## src/rtl/alu_pkg.sv

```systemverilog
// Shared ALU encodings: opcodes, sub-op selects, flag bit positions
// and conditional-branch test selects.
package alu_pkg;

    localparam int unsigned FLAG_W = 4;

    localparam logic [3:0] OP_ADD   = 4'b0010;
    localparam logic [3:0] OP_SUB   = 4'b0011;
    localparam logic [3:0] OP_AND   = 4'b0100;
    localparam logic [3:0] OP_OR    = 4'b0101;
    localparam logic [3:0] OP_ROT   = 4'b0110;
    localparam logic [3:0] OP_UNARY = 4'b1000;

    localparam logic [1:0] RA_RLC  = 2'b00;
    localparam logic [1:0] RA_RRC  = 2'b01;
    localparam logic [1:0] RA_SETC = 2'b10;
    localparam logic [1:0] RA_CLRC = 2'b11;

    localparam logic [1:0] RA_NOT = 2'b00;
    localparam logic [1:0] RA_NEG = 2'b01;
    localparam logic [1:0] RA_INC = 2'b10;
    localparam logic [1:0] RA_DEC = 2'b11;

    localparam int unsigned FLAG_C = 0;
    localparam int unsigned FLAG_Z = 1;
    localparam int unsigned FLAG_N = 2;
    localparam int unsigned FLAG_V = 3;

    localparam logic [1:0] BR_Z = 2'b00;
    localparam logic [1:0] BR_N = 2'b01;
    localparam logic [1:0] BR_C = 2'b10;
    localparam logic [1:0] BR_V = 2'b11;

    localparam logic [3:0] M_NONE = 4'b0000;
    localparam logic [3:0] M_ALL  = 4'b1111;
    localparam logic [3:0] M_ZN   = 4'b0110;
    localparam logic [3:0] M_ZNV  = 4'b1110;
    localparam logic [3:0] M_C    = 4'b0001;

    // One-hot flag position tested by a branch select.
    function automatic logic [3:0] br_onehot(input logic [1:0] cond);
        logic [3:0] oh;
        oh = 4'b0000;
        case (cond)
            BR_Z:    oh[FLAG_Z] = 1'b1;
            BR_N:    oh[FLAG_N] = 1'b1;
            BR_C:    oh[FLAG_C] = 1'b1;
            default: oh[FLAG_V] = 1'b1;
        endcase
        return oh;
    endfunction

endpackage

```

## src/rtl/ccr_mask_dec.sv

```systemverilog
// Opcode/sub-op to flag write mask, plus carry force-set/force-clear
// for SETC and CLRC.
module ccr_mask_dec
    import alu_pkg::*;
(
    input  logic [3:0] opcode_i,
    input  logic [1:0] ra_i,
    output logic [3:0] wmask_o,
    output logic       set_c_o,
    output logic       clr_c_o
);

    always_comb begin
        wmask_o = M_NONE;
        set_c_o = 1'b0;
        clr_c_o = 1'b0;
        case (opcode_i)
            OP_ADD, OP_SUB: wmask_o = M_ALL;
            OP_AND, OP_OR:  wmask_o = M_ZN;
            OP_ROT: begin
                wmask_o = M_C;
                set_c_o = (ra_i == RA_SETC);
                clr_c_o = (ra_i == RA_CLRC);
            end
            OP_UNARY: begin
                case (ra_i)
                    RA_NOT:  wmask_o = M_ZN;
                    RA_NEG:  wmask_o = M_ZNV;
                    default: wmask_o = M_ALL;
                endcase
            end
            default: wmask_o = M_NONE;
        endcase
    end

endmodule

```

## src/rtl/ccr_unit.sv

```systemverilog
// Condition-code register behind the ALU: masked flag capture, branch
// test with flag clear, and a single-level interrupt shadow.
module ccr_unit
    import alu_pkg::*;
#(
    parameter int unsigned FLAGS     = FLAG_W,
    parameter logic [3:0]  RESET_CCR = 4'b0000
) (
    input  logic             clk,
    input  logic             rst,
    input  logic             alu_valid,
    input  logic [3:0]       alu_opcode,
    input  logic [1:0]       alu_ra,
    input  logic             alu_c,
    input  logic             alu_z,
    input  logic             alu_n,
    input  logic             alu_v,
    input  logic             stall,
    input  logic             int_save,
    input  logic             rti_restore,
    input  logic             br_check,
    input  logic [1:0]       br_cond,
    output logic [FLAGS-1:0] ccr_out,
    output logic             c_out,
    output logic             br_taken,
    output logic             shadow_valid,
    output logic             ccr_err
);

    logic [FLAGS-1:0] ccr_q, ccr_d;
    logic [FLAGS-1:0] shadow_q;
    logic             sv_q;
    logic             err_q;

    logic [3:0] wmask;
    logic       set_c;
    logic       clr_c;
    logic [3:0] alu_flags;
    logic [3:0] wr_mask;
    logic [3:0] br_oh;
    logic [3:0] clr_mask;
    logic       save_ok;
    logic       rest_ok;
    logic       err_d;

    ccr_mask_dec u_dec (
        .opcode_i (alu_opcode),
        .ra_i     (alu_ra),
        .wmask_o  (wmask),
        .set_c_o  (set_c),
        .clr_c_o  (clr_c)
    );

    assign br_oh    = br_onehot(br_cond);
    assign br_taken = br_check & |(ccr_q & br_oh);
    assign clr_mask = br_taken ? br_oh : 4'b0000;
    assign wr_mask  = alu_valid ? wmask : 4'b0000;

    always_comb begin
        alu_flags = {alu_v, alu_n, alu_z, alu_c};
        if (set_c) alu_flags[FLAG_C] = 1'b1;
        if (clr_c) alu_flags[FLAG_C] = 1'b0;
    end

    // ALU write beats the branch clear on the same flag.
    assign ccr_d = (wr_mask & alu_flags) | (~wr_mask & ccr_q & ~clr_mask);

    assign save_ok = int_save & ~rti_restore & ~sv_q;
    assign rest_ok = rti_restore & ~int_save & sv_q;
    assign err_d   = (int_save & rti_restore)
                   | (int_save & ~rti_restore & sv_q)
                   | (rti_restore & ~int_save & ~sv_q);

    always_ff @(posedge clk) begin
        if (rst) begin
            ccr_q    <= RESET_CCR;
            shadow_q <= '0;
            sv_q     <= 1'b0;
            err_q    <= 1'b0;
        end else if (stall) begin
            err_q <= 1'b0;
        end else begin
            err_q <= err_d;
            if (rest_ok) begin
                ccr_q <= shadow_q;
                sv_q  <= 1'b0;
            end else begin
                ccr_q <= ccr_d;
            end
            if (save_ok) begin
                shadow_q <= ccr_d;
                sv_q     <= 1'b1;
            end
        end
    end

    assign ccr_out      = ccr_q;
    assign c_out        = ccr_q[FLAG_C];
    assign shadow_valid = sv_q;
    assign ccr_err      = err_q;

endmodule

```

## config.mk

```make
export PLATFORM = sky130hd
export DESIGN_NAME = ccr_unit
export DESIGN_NICKNAME = d
export VERILOG_FILES = /design/src/rtl/alu_pkg.sv /design/src/rtl/ccr_mask_dec.sv /design/src/rtl/ccr_unit.sv
export SDC_FILE = /design/constraint.sdc
export NUM_CORES = 1
export LEC_CHECK = 0
export CAP_MARGIN = 25
export CORE_MARGIN = 1
export CORE_UTILIZATION = 45
export DETAILED_ROUTE_END_ITERATION = 8
export PLACE_DENSITY = 0.82
export SYNTH_ARGS = -nofsm -noshare
export SYNTH_HDL_FRONTEND = slang
export SYNTH_SLANG_ARGS = --single-unit
```

## constraint.sdc

```tcl
create_clock -name clk -period 4.1 [get_ports clk]
set_clock_uncertainty 0.1 [all_clocks]
set_input_delay 0.82 -clock clk [delete_from_list [all_inputs] [get_ports clk]]
set_output_delay 0.82 -clock clk [all_outputs]
set_load 0.01 [all_outputs]
```

==> impl_metrics.ini <==
[sta]
max_clock_freq_ghz = 0.291
drv_slew = 0
tightest_slew_ps = 708
slew_headroom = 0.527
fin_crit_sh = 0.838
tns_ps = 0
finalCriticalPeriod_ps = 3440
finalSetupViolCount = 0
fin_ws_ps = 665
hold_violations = 0
rsz0062_at_grt = no

[grt]
grt_pass1_vias = 532
use_met1 = 0.292
grt_usage = 0.219
met2_usage = 0.336
grtUsageMet3 = 0.109
grt_max_degree = 14
grt_busiest_layer = met2
grt-ovfl-total = 0
antenna_found_initial = 0
grt_pass1_wl_mm = 2.35

[critical_path]
crit_chain = clkdlybuf4s50_1 > mux4_2 > and2_1 > clkdlybuf4s50_1
critPathMaxFanout = 5
critPathRequiredTime_ps = 3180
cpMostUsedCell = clkdlybuf4s50_1
r2r-end = shadow_q[2]
cp.arrival_ps = 2520
cp_top_family = buffers and inverters
worst_path_largest_cell_delay_ps = 560
worst-path-buf-inv = 2
rr_worst_depth = 3
reg2reg_from = shadow_valid
worstSetupPathType = in2out
r2r_setup_slack_ps = 2540
endpoint_kind = output pin
slowest_stage = clkdlybuf4s50_1
start_kind = primary input

[clocking]
cts_buffers = 3
clock_sinks = 10
cts_tree = yes
clock_path_buffers = 2
cts_max_level = 1
path_clk_slew_ps = 60
cts_hold_buf = 0
post_cts_buffers = 0
worst_skew_pair.late_latency_ps = 270
post_cts_resized = 0
cts_root_buffer = clkbuf_4

[detailed_routing]
drc_errors = 0
vias_per_cell = 5.60
drt_iter0_drc = 11
avgRoutedWirePerCell_um = 12.8
routed_wl_mm = 1.56
vias = 683
ant_nets = 0
firstDrtPassIters = 4

[yosys]
synth.area.top_cells = dfxtp_1 (29%), mux2i_1 (7.3%), nor2_1 (6.0%)
synth_top_cell_area_share = 0.293
syn-num-nets = 99
ys.flop_type = dfxtp_1
synth_enable_flop_cells = 0
synth.most_common_cell = nor2_1
ys_warn_count = 0
ys_types = 34
ys_ff_latch = 10
ys_seq_area_frac = 0.293
netlist_area_sq_um = 684
synthCells = 80
syn_area_per_cell_sq_um = 8.56
synth_commonest_cells = nor2_1 (11), dfxtp_1 (10), nand2_1 (6), o21ai_0 (6)
async_reset_ff_frac = 0
synth_top_area_cell = dfxtp_1

[placement]
preCtsSetupSlack_ps = 663
placed_cell_area_sq_um = 948
gp_congestion = 0.743
port_buffers = 26
dp_hpwl_mm = 1.21

[floorplan]
core_region_area_sq_um = 1350
die_w_um = 41
die_y_um = 41
die-area_sq_um = 1680
start_util = 0.507
ios = 27
rows = 13

[layout]
final_area_sq_um = 985
antenna_cells = 0
fin_util = 0.729
drive_gt1_frac = 0.121
area_growth_pct = 43.9
final_nets = 127

[power_and_ir_drop]
p_leak_uw = 0.000374
power_uw = 261
p_per_area_nw_per_um2 = 265
worst_ir_drop_vdd_mv = 0.188

[status]
status = finished clean

[worst_hold_path]
hold_class = reg2reg
worstHoldPathCells = 2
min_to = shadow_q[0]
min_from = shadow_q[0]

[run]
cap_violations = 0
==> kinds of logic (layout without fill, tap and decap cells) <==
family,count (synthesis),after routing,share of synthesized area
buf+inv,8,35,0.0494
compound gates,21,21,0.240
simple gates,34,34,0.291
flops,10,10,0.293
mux,7,7,0.128
==> worst max-delay path by stage <==
| stage | from | endpoint | slack [ps] | cells after the start |
|---|---|---|---|---|
| floorplan | br_cond[0] | br_taken | 1710 | 2 |
| global placement | br_cond[0] | br_taken | 670 | 4 |
| detailed placement | br_cond[0] | br_taken | 660 | 4 |
| CTS | br_cond[0] | br_taken | 660 | 4 |
| global route | br_cond[0] | br_taken | 570 | 4 |
| finish | br_cond[0] | br_taken | 660 | 4 |
==> registers in the layout, summed over array words and instances, names as in the netlist <==
register and count:
ccr_err 1, ccr_out 4, shadow_q 4, shadow_valid 1
==> placed cells by master, fill, tap and decap left out, drive strengths merged, types with 2 or more instances in the layout <==
cell	instances
nand2	6
a211oi	3
nand3	2
clkbuf	4
inv	5
o21ai	6
and2	2
nor2	11
nor2b	2
mux2i	5
clkdlybuf4s50	26
nand2b	2
dfxtp	10
nor3b	3
o311ai	2
nor3	2
a21oi	4
nand3b	2
==> worst reg2reg max path, stage by stage (launching register included) <==
cell,delay [ps]
dfxtp_1,370
nor4b_2,660
mux2i_1,250
nor2_1,50
==> area by class of cell <==
| type | count | area (sq um) |
|---|---|---|
| clock buffers | 4 | 36.3 |
| fillers | 117 | 365 |
| inverters | 5 | 18.8 |
| multi-input cells | 62 | 450 |
| flip-flops and latches | 10 | 200 |
| well taps | 15 | 18.8 |
| repair buffers | 26 | 260 |
==> power breakdown <==
group	leakage [uW]	internal (uW)	switching, uW
registers	0.0000817	102	4.30
clock network	0.0000210	54.0	34.8
logic	0.000271	38.4	28.1
==> metrics by stage <==
step | std cells | hold slack (ps)
2_1_floorplan | 80 | 361
3_3_place_gp | 118 | 375
3_5_place_dp | 118 | 383
4_1_cts | 122 | 393
5_1_grt | 122 | 411
6_report | 122 | 389
==> routing by layer <==
layer | wire (um) | vias to the layer above
met5 | 0 | -
met1 | 736 | 316
met2 | 728 | 20
met4 | 0 | 0
li1 | - | 347
met3 | 95 | 0
(Power assumes the default switching activity.)
